File: config.mk
export PLATFORM = sky130hd
export DESIGN_NAME = arbitro_rr_flat
export DESIGN_NICKNAME = d
export VERILOG_FILES = /design/src/rtl/arbitro_rr_pkg.sv /design/src/rtl/arbitro_rr_if.sv /design/src/rtl/arbitro_rr_prioridad.sv /design/src/rtl/arbitro_rr.sv /design/src/flat_wrapper.sv
export SDC_FILE = /design/constraint.sdc
export NUM_CORES = 1
export LEC_CHECK = 0
export CORE_ASPECT_RATIO = 0.6
export CORE_UTILIZATION = 30
export DETAILED_ROUTE_END_ITERATION = 12
export GPL_TIMING_DRIVEN = 0
export PLACE_DENSITY_LB_ADDON = 0.2
export SYNTH_ARGS = -nofsm -noshare
export SYNTH_HDL_FRONTEND = slang
export SYNTH_SLANG_ARGS = --single-unit
File: constraint.sdc
create_clock -name clk -period 8.45 [get_ports clk]
set_clock_uncertainty 0.2 [all_clocks]
set_input_delay 1.2675 -clock clk [delete_from_list [all_inputs] [get_ports clk]]
set_output_delay 1.2675 -clock clk [all_outputs]
set_load 0.005 [all_outputs]
File: src/rtl/arbitro_rr_pkg.sv
// Shared definitions for the 4-input / 4-output round-robin arbiter.
package arbitro_rr_pkg;

    typedef enum logic [0:0] {
        ST_IDLE = 1'b0,
        ST_ARB  = 1'b1
    } arb_state_t;

    localparam int N_FIFO = 4;
    localparam int DEST_W = 2;

    // Destination index lives in the top DEST_W bits of every word.
    function automatic int dest_lsb(input int data_w);
        return data_w - DEST_W;
    endfunction

    function automatic logic [N_FIFO-1:0] dest_onehot(input logic [DEST_W-1:0] d);
        logic [N_FIFO-1:0] oh;
        case (d)
            2'd0:    oh = 4'b0001;
            2'd1:    oh = 4'b0010;
            2'd2:    oh = 4'b0100;
            2'd3:    oh = 4'b1000;
            default: oh = 4'b0000;
        endcase
        return oh;
    endfunction

endpackage

File: src/rtl/arbitro_rr_if.sv
// FIFO-side and counter-read signals of the arbiter, grouped as one bundle.
interface arbitro_rr_if #(
    parameter int DATA_W = 6,
    parameter int CNT_W  = 5
);
    logic              enable;
    logic [3:0]        empty_F;
    logic [DATA_W-1:0] data_F0;
    logic [DATA_W-1:0] data_F1;
    logic [DATA_W-1:0] data_F2;
    logic [DATA_W-1:0] data_F3;
    logic [3:0]        almost_full_P;
    logic [3:0]        pop_F;
    logic [3:0]        push_P;
    logic [DATA_W-1:0] data_out;
    logic              req;
    logic [1:0]        idx;
    logic              valid_contador;
    logic [CNT_W-1:0]  contador_out;
    logic              arb_idle;

    modport slave (
        input  enable, empty_F, data_F0, data_F1, data_F2, data_F3,
        input  almost_full_P, req, idx,
        output pop_F, push_P, data_out, valid_contador, contador_out, arb_idle
    );

    modport master (
        output enable, empty_F, data_F0, data_F1, data_F2, data_F3,
        output almost_full_P, req, idx,
        input  pop_F, push_P, data_out, valid_contador, contador_out, arb_idle
    );
endinterface

File: src/rtl/arbitro_rr_prioridad.sv
// Combinational 4-way round-robin priority select starting the search at i_ptr.
module rr_prioridad
    import arbitro_rr_pkg::*;
(
    input  logic [N_FIFO-1:0] i_eligible,
    input  logic [1:0]        i_ptr,
    output logic [N_FIFO-1:0] o_grant
);

    // Walk ptr, ptr+1, ... (mod 4); the first eligible candidate wins.
    always_comb begin
        logic [1:0] w_cand;
        logic       w_found;
        o_grant = {N_FIFO{1'b0}};
        w_found = 1'b0;
        w_cand  = 2'd0;
        for (int k = 0; k < N_FIFO; k++) begin
            w_cand          = i_ptr + 2'(k);
            o_grant[w_cand] = o_grant[w_cand] | (~w_found & i_eligible[w_cand]);
            w_found         = w_found | i_eligible[w_cand];
        end
    end

endmodule

File: src/rtl/arbitro_rr.sv
// Round-robin arbiter moving words from input FIFOs F0..F3 to output FIFOs P4..P7,
// with per-destination transfer counters readable on request.
module arbitro_rr
    import arbitro_rr_pkg::*;
#(
    parameter int DATA_W = 6,
    parameter int CNT_W  = 5
) (
    input  logic         clk,
    input  logic         reset,
    arbitro_rr_if.slave  bus
);

    localparam int DEST_LSB = dest_lsb(DATA_W);

    logic [DATA_W-1:0] w_data [N_FIFO];
    logic [DEST_W-1:0] w_dest [N_FIFO];
    logic [N_FIFO-1:0] w_eligible;
    logic [N_FIFO-1:0] w_grant;
    logic [N_FIFO-1:0] w_pop;
    logic              w_fire;
    logic [1:0]        w_win_idx;
    logic [DEST_W-1:0] w_win_dest;
    logic [DATA_W-1:0] w_win_data;
    logic              w_any_data;

    arb_state_t        r_state;
    logic              r_idle;
    logic [1:0]        r_ptr;
    logic [N_FIFO-1:0] r_push;
    logic [DATA_W-1:0] r_data;
    logic [CNT_W-1:0]  r_cnt [N_FIFO];
    logic              r_valid;
    logic [CNT_W-1:0]  r_cnt_out;

    assign w_data[0]  = bus.data_F0;
    assign w_data[1]  = bus.data_F1;
    assign w_data[2]  = bus.data_F2;
    assign w_data[3]  = bus.data_F3;
    assign w_any_data = ~(&bus.empty_F);

    // A head word is eligible only if its own destination can still take data.
    always_comb begin
        for (int i = 0; i < N_FIFO; i++) begin
            w_dest[i]     = w_data[i][DEST_LSB +: DEST_W];
            w_eligible[i] = ~bus.empty_F[i] & ~bus.almost_full_P[w_dest[i]];
        end
    end

    rr_prioridad u_prioridad (
        .i_eligible (w_eligible),
        .i_ptr      (r_ptr),
        .o_grant    (w_grant)
    );

    always_comb begin
        if (!reset && (r_state == ST_ARB) && bus.enable) begin
            w_pop = w_grant;
        end else begin
            w_pop = {N_FIFO{1'b0}};
        end
    end

    always_comb begin
        w_fire    = |w_pop;
        w_win_idx = 2'd0;
        case (w_pop)
            4'b0001: w_win_idx = 2'd0;
            4'b0010: w_win_idx = 2'd1;
            4'b0100: w_win_idx = 2'd2;
            4'b1000: w_win_idx = 2'd3;
            default: w_win_idx = 2'd0;
        endcase
        w_win_dest = w_dest[w_win_idx];
        w_win_data = w_data[w_win_idx];
    end

    always_ff @(posedge clk or posedge reset) begin
        if (reset) begin
            r_state <= ST_IDLE;
            r_idle  <= 1'b1;
        end else begin
            case (r_state)
                ST_IDLE: begin
                    if (bus.enable && w_any_data) begin
                        r_state <= ST_ARB;
                        r_idle  <= 1'b0;
                    end else begin
                        r_state <= ST_IDLE;
                        r_idle  <= 1'b1;
                    end
                end
                ST_ARB: begin
                    if (!bus.enable || !w_any_data) begin
                        r_state <= ST_IDLE;
                        r_idle  <= 1'b1;
                    end else begin
                        r_state <= ST_ARB;
                        r_idle  <= 1'b0;
                    end
                end
                default: begin
                    r_state <= ST_IDLE;
                    r_idle  <= 1'b1;
                end
            endcase
        end
    end

    // The popped word is pushed one cycle later; the search restarts after the winner.
    always_ff @(posedge clk or posedge reset) begin
        if (reset) begin
            r_ptr  <= 2'd0;
            r_push <= {N_FIFO{1'b0}};
            r_data <= {DATA_W{1'b0}};
        end else if (w_fire) begin
            r_ptr  <= w_win_idx + 2'd1;
            r_push <= dest_onehot(w_win_dest);
            r_data <= w_win_data;
        end else begin
            r_ptr  <= r_ptr;
            r_push <= {N_FIFO{1'b0}};
            r_data <= r_data;
        end
    end

    // A read on the counter being incremented sees the value before this push.
    always_ff @(posedge clk or posedge reset) begin
        if (reset) begin
            for (int d = 0; d < N_FIFO; d++) begin
                r_cnt[d] <= {CNT_W{1'b0}};
            end
            r_valid   <= 1'b0;
            r_cnt_out <= {CNT_W{1'b0}};
        end else begin
            for (int d = 0; d < N_FIFO; d++) begin
                if (w_fire && (w_win_dest == 2'(d))) begin
                    r_cnt[d] <= r_cnt[d] + {{(CNT_W-1){1'b0}}, 1'b1};
                end else begin
                    r_cnt[d] <= r_cnt[d];
                end
            end
            if (bus.req) begin
                r_valid   <= 1'b1;
                r_cnt_out <= r_cnt[bus.idx];
            end else begin
                r_valid   <= 1'b0;
                r_cnt_out <= r_cnt_out;
            end
        end
    end

    assign bus.pop_F          = w_pop;
    assign bus.push_P         = r_push;
    assign bus.data_out       = r_data;
    assign bus.valid_contador = r_valid;
    assign bus.contador_out   = r_cnt_out;
    assign bus.arb_idle       = r_idle;

endmodule

File: src/flat_wrapper.sv
// flat-port wrapper written by rule: the top's interface ports become plain ports
module arbitro_rr_flat import arbitro_rr_pkg::*;
#(
    parameter int DATA_W = 6,
    parameter int CNT_W  = 5
)
  (clk, reset, bus_enable, bus_empty_F, bus_data_F0, bus_data_F1, bus_data_F2, bus_data_F3, bus_almost_full_P, bus_req, bus_idx, bus_pop_F, bus_push_P, bus_data_out, bus_valid_contador, bus_contador_out, bus_arb_idle);
  arbitro_rr_if #(.DATA_W(DATA_W), .CNT_W(CNT_W)) bus_i ();
  input  logic clk;
  input  logic reset;
  input wire logic [$bits(bus_i.enable)-1:0] bus_enable;
  input wire logic [$bits(bus_i.empty_F)-1:0] bus_empty_F;
  input wire logic [$bits(bus_i.data_F0)-1:0] bus_data_F0;
  input wire logic [$bits(bus_i.data_F1)-1:0] bus_data_F1;
  input wire logic [$bits(bus_i.data_F2)-1:0] bus_data_F2;
  input wire logic [$bits(bus_i.data_F3)-1:0] bus_data_F3;
  input wire logic [$bits(bus_i.almost_full_P)-1:0] bus_almost_full_P;
  input wire logic [$bits(bus_i.req)-1:0] bus_req;
  input wire logic [$bits(bus_i.idx)-1:0] bus_idx;
  output wire logic [$bits(bus_i.pop_F)-1:0] bus_pop_F;
  output wire logic [$bits(bus_i.push_P)-1:0] bus_push_P;
  output wire logic [$bits(bus_i.data_out)-1:0] bus_data_out;
  output wire logic [$bits(bus_i.valid_contador)-1:0] bus_valid_contador;
  output wire logic [$bits(bus_i.contador_out)-1:0] bus_contador_out;
  output wire logic [$bits(bus_i.arb_idle)-1:0] bus_arb_idle;
  assign bus_i.enable = bus_enable;
  assign bus_i.empty_F = bus_empty_F;
  assign bus_i.data_F0 = bus_data_F0;
  assign bus_i.data_F1 = bus_data_F1;
  assign bus_i.data_F2 = bus_data_F2;
  assign bus_i.data_F3 = bus_data_F3;
  assign bus_i.almost_full_P = bus_almost_full_P;
  assign bus_i.req = bus_req;
  assign bus_i.idx = bus_idx;
  assign bus_pop_F = bus_i.pop_F;
  assign bus_push_P = bus_i.push_P;
  assign bus_data_out = bus_i.data_out;
  assign bus_valid_contador = bus_i.valid_contador;
  assign bus_contador_out = bus_i.contador_out;
  assign bus_arb_idle = bus_i.arb_idle;
  arbitro_rr #(.DATA_W(DATA_W), .CNT_W(CNT_W)) u_core (.clk(clk), .reset(reset), .bus(bus_i));
endmodule
# ---- Word level (Yosys, flattened, before mapping)
# Index checks and enable logic that the tools add are counted.
dict set report word_totals {
  regBits 40
  latchBits 0
  mem_bits_rw 0
  mem_bits_ro 0
  inputBits 38
  output_inout_bits 21
  mem_count 0
}
dict set report op_classes {
  add_sub_neg 8
  n_mul 0
  div_mod_pow 0
  n_lt_le_gt_ge 14
  eq_ne 6
  shift 0
  muxes 55
  n_bitwise 29
  n_reduce_logical 17
}
# cell n
set ops {}
lappend ops {{binary-select mux 1 bit (select 2 bit)} 12}
lappend ops {{< comparator 2 x 3 -> 1 bit (second input constant)} 8}
lappend ops {{2-to-1 mux 1 bit} 21}
lappend ops {{adder 5 x 1 -> 5 bit (second input constant)} 4}
lappend ops {{case mux 4 bit (4 select lines)} 1}
lappend ops {{NOT 1 bit} 13}
lappend ops {{binary-select mux 6 bit (select 2 bit)} 1}
lappend ops {{bitwise mux 4 bit} 3}
lappend ops {{2-to-1 mux 6 bit} 2}
lappend ops {{logical AND 1 bit} 11}
lappend ops {{binary-select mux 5 bit (select 2 bit)} 1}
lappend ops {{2-to-1 mux 5 bit} 2}
lappend ops {{demux 1 bit (select 2 bit)} 4}
lappend ops {{>= comparator 2 x 1 -> 1 bit (second input constant)} 4}
lappend ops {{2-to-1 mux 4 bit} 2}
lappend ops {{AND 1 bit} 7}
lappend ops {{>= comparator 3 bit (second input constant)} 2}
lappend ops {{NOT 2 -> 3 bit} 2}
lappend ops {{OR 1 bit} 6}
lappend ops {{case mux 2 bit (3 select lines)} 1}
lappend ops {{adder 2 x 1 -> 2 bit (second input constant)} 2}
lappend ops {{adder 2 bit (second input constant)} 2}
lappend ops {{AND 4 bit} 1}
lappend ops {{binary-select mux 2 bit (select 2 bit)} 1}
lappend ops {{12 further kinds} 16}

# ---- Longest topological paths before layout
# Gate-level depths: netlist of the first run.
dict set report logic_depth {
  depth_word 30
  mapped_depth 18
}

# ---- By module
# A second synthesis of the first run with hierarchy kept.
dict set report unflattened {
  hier_cells 303
  hier_area_um2 3096.7
}
# module n_inst cells_per_inst area_each_um2
set modules_own_cells {}
lappend modules_own_cells {arbitro_rr 1 218 2467.4}
lappend modules_own_cells {rr_prioridad 1 85 629.4}

# ---- Least setup slack after synthesis of the first run
# No wires, ideal clock.
dict set report synth_path {
  path_type {input port to flip-flop}
  startpoint {in bus_data_F2[5]}
  endpoint {reg u_core.r_cnt[11] (netlist bit)}
  setup_time_ns 0.128
  arrival_time_ns 4.942
  t_required_ns 8.122
  slack_ns 3.181
  path_stages 14
  path_buffers 0
  path_cell_list {mux2i_1 a22oi_2 a2111oi_0 o32a_4 o21ai_2 a32oi_4 a21boi_1 a221oi_1 nand3_2 nand2_4 mux2_4 a221o_1 and2b_1 mux2_1}
}
dict set report synth_via {
  elab_chain_len 29
  elab_cells_between_ends 46
  cone_classes {eq/ne: 4; mux: 24; bitwise: 16; reduce/logical: 2}
}
# item line_no
set synth_rtl {}
lappend synth_rtl {{start, declared} flat_wrapper.sv:15} ;# input wire logic [$bits(bus_i.data_F2)-1:0] bus_data_F2;
lappend synth_rtl {{binary-select mux 1 bit (select 2 bit)} arbitro_rr.sv:46} ;# w_eligible[i] = ~bus.empty_F[i] & ~bus.almost_full_P[w_dest[i]];
lappend synth_rtl {{2-to-1 mux 1 bit (not written as such)} arbitro_rr.sv:46}
lappend synth_rtl {{NOT 1 bit} arbitro_rr.sv:46}
lappend synth_rtl {{AND 1 bit} arbitro_rr.sv:46}
lappend synth_rtl {{binary-select mux 1 bit (select 2 bit)} {arbitro_rr_prioridad.sv:19, arbitro_rr_prioridad.sv:20}}
lappend synth_rtl {{2-to-1 mux 1 bit (not written as such)} {arbitro_rr_prioridad.sv:19, arbitro_rr_prioridad.sv:20}}
lappend synth_rtl {{OR 1 bit} arbitro_rr_prioridad.sv:19} ;# o_grant[w_cand] = o_grant[w_cand] | (~w_found & i_eligible[w_cand]);
lappend synth_rtl {{AND 4 bit (no line)} --}
lappend synth_rtl {{[... 12 more ...]} --}
lappend synth_rtl {{2-to-1 mux 4 bit} arbitro_rr.sv:57} ;# if (!reset && (r_state == ST_ARB) && bus.enable) begin
lappend synth_rtl {{equality test 4 bit (tied with other cells)} arbitro_rr.sv:67} ;# case (w_pop)
lappend synth_rtl {{case mux 2 bit (3 select lines)} arbitro_rr.sv:67}
lappend synth_rtl {{NOT 2 -> 3 bit (not written as such)} arbitro_rr.sv:74} ;# w_win_dest = w_dest[w_win_idx];
lappend synth_rtl {{binary-select mux 2 bit (select 2 bit)} arbitro_rr.sv:74}
lappend synth_rtl {{2-to-1 mux 2 bit (not written as such) (2 in series)} arbitro_rr.sv:74}
lappend synth_rtl {{equality test 2 x 1 -> 1 bit} arbitro_rr.sv:137} ;# if (w_fire && (w_win_dest == 2'(d))) begin
lappend synth_rtl {{logical AND 1 bit *} arbitro_rr.sv:137}
lappend synth_rtl {{end signal, assigned by index} arbitro_rr.sv:131} ;# r_cnt[d] <= {CNT_W{1'b0}};
lappend synth_rtl {{end signal, assigned by index} arbitro_rr.sv:138} ;# r_cnt[d] <= r_cnt[d] + {{(CNT_W-1){1'b0}}, 1'b1};
lappend synth_rtl {{end signal, assigned by index} arbitro_rr.sv:140} ;# r_cnt[d] <= r_cnt[d];
lappend synth_rtl {{end, declared} arbitro_rr.sv:32} ;# logic [CNT_W-1:0] r_cnt [N_FIFO];
# Every way passes the cells marked *; elsewhere a longest branch is shown, timed or not. The select of a mux whose other input is x is not followed.
# A chain may end at the register's enable or synchronous reset.

# ---- Worst setup path in the final report of the first run
dict set report layout_path {
  startpoint {in bus_data_F2[5]}
  endpoint {out bus_pop_F[2]}
}
dict set report layout_via {
  elab_chain_len 21
  elab_cells_between_ends 35
  cone_classes {mux: 20; bitwise: 15}
}
# item line_no
set layout_rtl {}
lappend layout_rtl {{binary-select mux 1 bit (select 2 bit) *} arbitro_rr.sv:46}
lappend layout_rtl {{2-to-1 mux 1 bit (not written as such) *} arbitro_rr.sv:46}
lappend layout_rtl {{NOT 1 bit *} arbitro_rr.sv:46}
lappend layout_rtl {{AND 1 bit *} arbitro_rr.sv:46}
lappend layout_rtl {{binary-select mux 1 bit (select 2 bit)} {arbitro_rr_prioridad.sv:19, arbitro_rr_prioridad.sv:20}}
lappend layout_rtl {{2-to-1 mux 1 bit (not written as such)} {arbitro_rr_prioridad.sv:19, arbitro_rr_prioridad.sv:20}}
lappend layout_rtl {{OR 1 bit} arbitro_rr_prioridad.sv:19}
lappend layout_rtl {{AND 4 bit (no line)} --}
lappend layout_rtl {{[... 5 more ...]} --}
lappend layout_rtl {{2-to-1 mux 1 bit (not written as such)} arbitro_rr_prioridad.sv:19}
lappend layout_rtl {{OR 1 bit} arbitro_rr_prioridad.sv:19}
lappend layout_rtl {{bitwise mux 4 bit} arbitro_rr_prioridad.sv:19}
lappend layout_rtl {{binary-select mux 1 bit (select 2 bit)} arbitro_rr_prioridad.sv:19}
lappend layout_rtl {{2-to-1 mux 1 bit (not written as such)} arbitro_rr_prioridad.sv:19}
lappend layout_rtl {{OR 1 bit} arbitro_rr_prioridad.sv:19}
lappend layout_rtl {{bitwise mux 4 bit *} arbitro_rr_prioridad.sv:19}
lappend layout_rtl {{2-to-1 mux 4 bit *} arbitro_rr.sv:57}
lappend layout_rtl {{end, declared} flat_wrapper.sv:20} ;# output wire logic [$bits(bus_i.pop_F)-1:0] bus_pop_F;
# Marks and branches as above.

==> run_results.csv, run 1 <==
group,metric,value,unit
outcome,run_status,"complete, no violations",
place,post-place-ws,1.63,ns
critical_path,startpoint_type,"primary input",
timing,grt_setup_unrepaired,"no",
timing,worst_slack,1.57,ns
clocking,htreeDepth,2,
timing,fin_crit_sh,81.4,%
die,fp.dieH,79.9,µm
yosys,ys_seq_area_share,33.0,%
drt,drtIter0Drc,157,
hold_path,min_path_type,"flop to flop",
clocking,post-cts-setup-buffers,0,
run,maxCapViolCount,0,
pwr,ir_drop,0.101,mV
yosys,yosys-top-cells-area,"dfrtp_1 32%, mux4_2 5.2%, ha_1 3.3%, nand3_1 3.3%, nor2_1 3.2%",
yosys,synth_top_area_share,32.2,%
timing,setup_viol,0,
place,dp.final_hpwl,6880,µm
clocking,cts_hold_buf,0,
place,dp_cells,503,
clocking,cts_sinks,40,
finish,drive_above_1_share,14.1,%
clocking,cts_resized,0,
finish,fin_cells,510,
yosys,yosys.area.top_type,"dfrtp_1",
timing,tightest_slew,0.977,ns
yosys,synth_edf_count,0,
die,fp.coreArea,9840,µm²
yosys,synth.net_count,356,
critical_path,max_stage_delay,0.64,ns
timing,holdWs,0.266,ns
drt,dr_total_vias,2760,
clocking,root_buffer,"clkbuf_16",
yosys,yosys_warnings,0,
finish,final_cell_area,3940,µm²
critical_path,endpoint_kind,"primary output",
die,boundaryPins,59,
drt,wirelength,8610,µm
finish,n_fill_cell,971,
grt,grt-ovfl-total,0,
critical_path,crit_fanout,7,
yosys,avgSynthCellArea,9.78,µm²
drt,wl_per_cell,16.9,µm
finish,fin_nets,421,
drt,drc,0,
timing,relSlewSlack,33.9,%
place,port_buffers,58,
timing,fin_crit,6.88,ns
timing,fmax,145,MHz
drt,final_antenna_net_count,0,
grt,grt_max_degree,42,
yosys,ys_ff_latch,40,
die,num_rows,28,
grt,antenna_found_initial,0,
yosys,synth_area,3030,µm²
yosys,yosysUniqueCellTypes,70,
pwr,p_per_area,319,nW/µm²
grt,grt_pass1_wl,14000,µm
place,place_area,3780,µm²
critical_path,crit_type,"primary input to primary output",
finish,area_delta_synth_final,29.7,%
place,gp_congestion,0.896,
grt,grtUsageTotal,17.0,%
critical_path,crit_top_cell,"clkdlybuf4s50_1",
critical_path,crit_required,6.98,ns
clocking,clk_pin_slew,0.05,ns
die,fp.dieW,132,µm
finish,regArea,1000,µm²
drt,routed_via_density,5.41,
critical_path,cp.arrival,5.41,ns
yosys,synth_top_flop_cell,"dfrtp_1",
critical_path,crit_path_top_delay_cell,"clkdlybuf4s50_1",
clocking,clk_latency,0.28,ns
clocking,tritoncts,"done",
timing,fin_setup_tns,0,ns
clocking,clk_path_buf_depth,2,
timing,finalMaxSlewViolations,0,
grt,grt_pass1_vias,2576,
pwr,p_leak,1.63,nW
finish,diodes,0,
drt,firstDrtPassIters,5,
timing,finalHoldViolations,0,
critical_path,crit_chain,"clkdlybuf4s50_1 > mux2i_1 > a22oi_2 > a2111oi_0 > o32a_4 > o21ai_1 > a32oi_4 > a21boi_1 > a221oi_1 > nand3_2 > inv_1 > clkdlybuf4s50_1",
die,start_util,30.8,%
yosys,synthArstFlopShare,100,%
yosys,synthesis.instances,310,
clocking,cts_buffers,5,
finish,multi_input_area,1920,µm²
die,dieArea,10500,µm²
## cell type report
class                   instances  area share, %
plain buffers                  10           1.21
inverters                      16           1.53
repair buffers                 58           14.8
multi-input cells             244           48.9
clock buffers                   7           3.88
well taps                     135           4.29
flip-flops and latches         40           25.5
## registers in the layout, indices dropped and copies added, names as in the netlist
| signal | flops |
|---|---|
| u_core.bus.arb_idle | 1 |
| u_core.bus.contador_out | 5 |
| u_core.bus.data_out | 6 |
| u_core.bus.push_P | 4 |
| u_core.bus.valid_contador | 1 |
| u_core.r_cnt | 20 |
| u_core.r_ptr | 2 |
| u_core.r_state | 1 |
## metrics by stage
stage | util, % | total power [mW]
2_1_floorplan | - | 0.829
3_3_place_gp | 38.4 | 1.05
3_5_place_dp | 38.4 | 1.05
4_1_cts | 40.0 | 1.26
5_1_grt | 40.0 | 1.35
6_report | 40.0 | 1.26
## synth_stat cells, drive strengths merged (5+ instances only)
cell type,instances
mux4,7
nor2b,5
o21ai,13
nor3,10
nand2,23
dfrtp,39
clkbuf,6
mux2,12
a22o,5
xor2,7
mux2i,8
nand3,22
nor2,28
a21oi,9
ha,8
o211ai,7
o221ai,6
xnor2,9
inv,16
a22oi,5
and3,8
## power breakdown
| group | total (mW) | internal (mW) | switching, mW |
|---|---|---|---|
| Clock | 0.194 | 0.124 | 0.0707 |
| Combinational | 0.759 | 0.318 | 0.441 |
| Sequential | 0.303 | 0.251 | 0.0520 |
| Total | 1.26 | 0.693 | 0.564 |
## cells by family (layout without fill, tap and decap cells)
group / Yosys count / count (layout) / share of synthesized area (%)
xor gates and xnor gates: 16 / 16 / 4.62
and+or+nand+nor: 110 / 110 / 19.0
adders and majority gates: 8 / 8 / 3.30
DFF: 40 / 40 / 33.0
buffers and inverters: 26 / 91 / 3.55
AOI/OAI and AO/OA: 83 / 83 / 24.1
muxes: 27 / 27 / 12.4
## routing by layer
layer / track usage (%) / vias up / part of all wire, % / routed length, µm
met4: 3.72 / 0 / 0.86 / 74
met3: 5.08 / 11 / 11 / 912
li1: - / 1302 / - / -
met2: 21.3 / 140 / 35 / 3020
met5: 0 / - / 0 / 0
met1: 27.0 / 1307 / 53 / 4600
## final timing paths
check / from / to / slack [ns] / depth (start not counted)
setup / recovery: bus_data_F2[5] / bus_pop_F[2] / 1.57 / 12
max in group asynchronous: reset / u_core.r_state / 6.24 / 2
min in group asynchronous: reset / u_core.bus.data_out[1] / 1.28 / 2
hold / removal: u_core.r_cnt[19] / u_core.r_cnt[19] / 0.27 / 1
hold reg to reg: u_core.r_cnt[19] / u_core.r_cnt[19] / 0.27 / 1
setup reg to reg: u_core.r_ptr[0] / u_core.r_cnt[11] / 2.70 / 16
## worst max-delay path: cells and delay by family
family	cells	cell delay, ns
multiplexers	1	0.30
buffers and inverters	3	1.45
AO/OA/AOI/OAI	7	2.13
AND/OR/NAND/NOR	1	0.25
## placed cells by master, fill, tap and decap left out, drive strengths merged, types with 8 or more instances in the layout
cell,synthesis,routed
a21oi,9,9
and3,8,8
clkbuf,6,13
clkdlybuf4s50,0,58
dfrtp,39,39
ha,8,8
inv,16,16
mux2,12,12
mux2i,8,8
nand2,23,23
nand3,22,22
nor2,28,28
nor3,10,10
o21ai,13,13
xnor2,9,9
Note: power is estimated with default switching activity, not from simulation.
==> run 2: changes to the inputs <==
==> constraint.sdc (replaced) <==
create_clock -name clk -period 5.8 [get_ports clk]
set_clock_uncertainty 0.2 [all_clocks]
set_input_delay 0.87 -clock clk [delete_from_list [all_inputs] [get_ports clk]]
set_output_delay 0.87 -clock clk [all_outputs]
set_load 0.005 [all_outputs]
==> run_results.csv, run 2 (same netlist as run 1, synthesis figures left out) <==
group,metric,value,unit
grt,grt_max_degree,42,
die,start_util,30.8,%
timing,tightest_slew,1.02,ns
drt,wl_per_cell,17.1,µm
critical_path,startpoint_type,"primary input",
finish,final_common_cell,"clkdlybuf4s50_1",
drt,dr_total_vias,2779,
finish,n_fill_cell,962,
drt,drc,0,
timing,fin_crit,5.71,ns
finish,largest_register_ffs,20,
pwr,p_int,1.05,mW
critical_path,crit_type,"primary input to primary output",
die,num_rows,28,
place,dp.final_hpwl,6880,µm
pwr,total_power,1.90,mW
timing,finalHoldViolations,0,
drt,drtIter0Drc,162,
pwr,p_leak,1.74,nW
critical_path,endpoint_kind,"primary output",
critical_path,cp.arrival,4.64,ns
timing,setup_viol,0,
clocking,clk_pin_slew,0.05,ns
clocking,cts_sinks,40,
timing,fin_crit_sh,98.5,%
pwr,p_sw,0.854,mW
critical_path,crit_fanout,9,
finish,drive_above_1_share,20.4,%
timing,relSlewSlack,30.9,%
place,gp_congestion,0.896,
finish,fin_nets,429,
die,fp.dieW,132,µm
pwr,ir_drop,0.153,mV
pwr,power.share.combinational,61.8,%
die,fp.coreArea,9840,µm²
drt,wirelength,8860,µm
die,fp.dieH,79.9,µm
run,maxCapViolCount,0,
grt,grtUsageTotal,17.1,%
outcome,run_status,"complete, no violations",
finish,diodes,0,
clocking,clk_latency,0.28,ns
drt,drt-met1-wl,4750,µm
clocking,cts_buffers,5,
clocking,clk_path_buf_depth,2,
clocking,tritoncts,"done",
pwr,seq_power_share,23.3,%
pwr,p_per_area,465,nW/µm²
finish,top_register,"u_core.r_cnt",
pwr,switching_share,45.0,%
drt,final_antenna_net_count,0,
grt,antenna_found_initial,0,
timing,finalMaxSlewViolations,0,
grt,grt_pass1_wl,14100,µm
timing,fmax,175,MHz
drt,routed_via_density,5.36,
clocking,htreeDepth,2,
critical_path,crit_required,4.73,ns
die,boundaryPins,59,
drt,top_layer_used,"met4",
drt,wl_met3,838,µm
finish,mostFrequentLayoutCells,"51 x clkdlybuf4s50_1, 39 x dfrtp_1, 25 x nor2_1",
grt,grt_pass1_vias,2582,
finish,area_delta_synth_final,34.7,%
timing,holdWs,0.266,ns
hold_path,min_path_type,"flop to flop",
grt,grt-ovfl-total,0,
place,port_buffers,58,
clocking,root_buffer,"clkbuf_16",
drt,firstDrtPassIters,5,
pwr,p_clk_share,15.0,%
clocking,cts_hold_buf,0,
die,dieArea,10500,µm²
drt,met2_length,3190,µm
## run 2: cell types whose count changed in the layout (fill, tap and decap cells not counted), moves of 2 or more
cell,change
mux2i_1,-5
mux2i_2,+5
clkdlybuf4s50_1,-7
a2111oi_2,+2
buf_4,+9
a2111oi_0,-2
a22oi_1,-2
a22oi_2,+2
dlymetal6s2s_1,+7
## run 2: routing by layer
metal | up-vias | track usage [%]
met2 | 139 | 21.5
met5 | - | 0
met1 | 1316 | 27.2
li1 | 1315 | -
met4 | 0 | 3.72
met3 | 9 | 4.89
## run 2: timing repair
action / 4_1_cts / 5_1_grt
setup endpoints to repair: 8 / 11
hold endpoints to repair: 0 / 0
cloned: 0 / 0
pin swaps: 1 / 6
gates resized for setup: 5 / 22
setup buffers: 3 / 6
## run 2: power groups by stage
stage | Combinational, mW | Sequential, mW | Clock (mW)
2_1_floorplan | 0.780 | 0.427 | 0
3_3_place_gp | 1.08 | 0.442 | 0
3_5_place_dp | 1.09 | 0.446 | 0
4_1_cts | 1.11 | 0.441 | 0.290
5_1_grt | 1.28 | 0.454 | 0.301
6_report | 1.17 | 0.442 | 0.284
## run 2: final cells by class
type / count / area, µm² / share of cell area [%]
tap: 135 / 169 / 4.13
multi-input combinational: 244 / 1990 / 48.8
inverter: 16 / 60.1 / 1.47
buffer: 9 / 43.8 / 1.07
timing repair buffer: 67 / 666 / 16.3
clock buffer: 7 / 153 / 3.74
sequential: 40 / 1000 / 24.5
## run 2: critical path: stages
cell and delay (ns):
clkdlybuf4s50_1 0.51, mux2i_1 0.26, a22oi_2 0.19, buf_4 0.18, a2111oi_2 0.40, o32a_4 0.30
o21ai_1 0.16, a32oi_4 0.34, a21oi_2 0.14, o211ai_1 0.33, nand3_2 0.23, inv_2 0.21
clkdlybuf4s50_1 0.53
## run 2: final timing paths
kind	startpoint	endpoint	slack, ns	cells after the start
max	bus_almost_full_P[3]	bus_pop_F[3]	0.09	13
min	u_core.r_cnt[19]	u_core.r_cnt[19]	0.27	1
max reg2reg	u_core.r_ptr[0]	u_core.r_cnt[11]	0.31	15
min reg2reg	u_core.r_cnt[19]	u_core.r_cnt[19]	0.27	1
max in group asynchronous	reset	u_core.r_state	3.98	2
min in group asynchronous	reset	u_core.bus.data_out[1]	0.88	2
## run 2: stage by stage
step	TNS (ns)	setup slack (ns)	utilization, %	area, µm²	cells
2_1_floorplan	0	0.928	-	3030	310
3_3_place_gp	-4.62	-0.455	38.4	3780	503
3_5_place_dp	-5.66	-0.503	38.4	3780	503
4_1_cts	0	0.0155	40.3	3970	513
5_1_grt	-0.191	-0.0629	41.5	4090	518
6_report	0	0.0869	41.5	4090	518
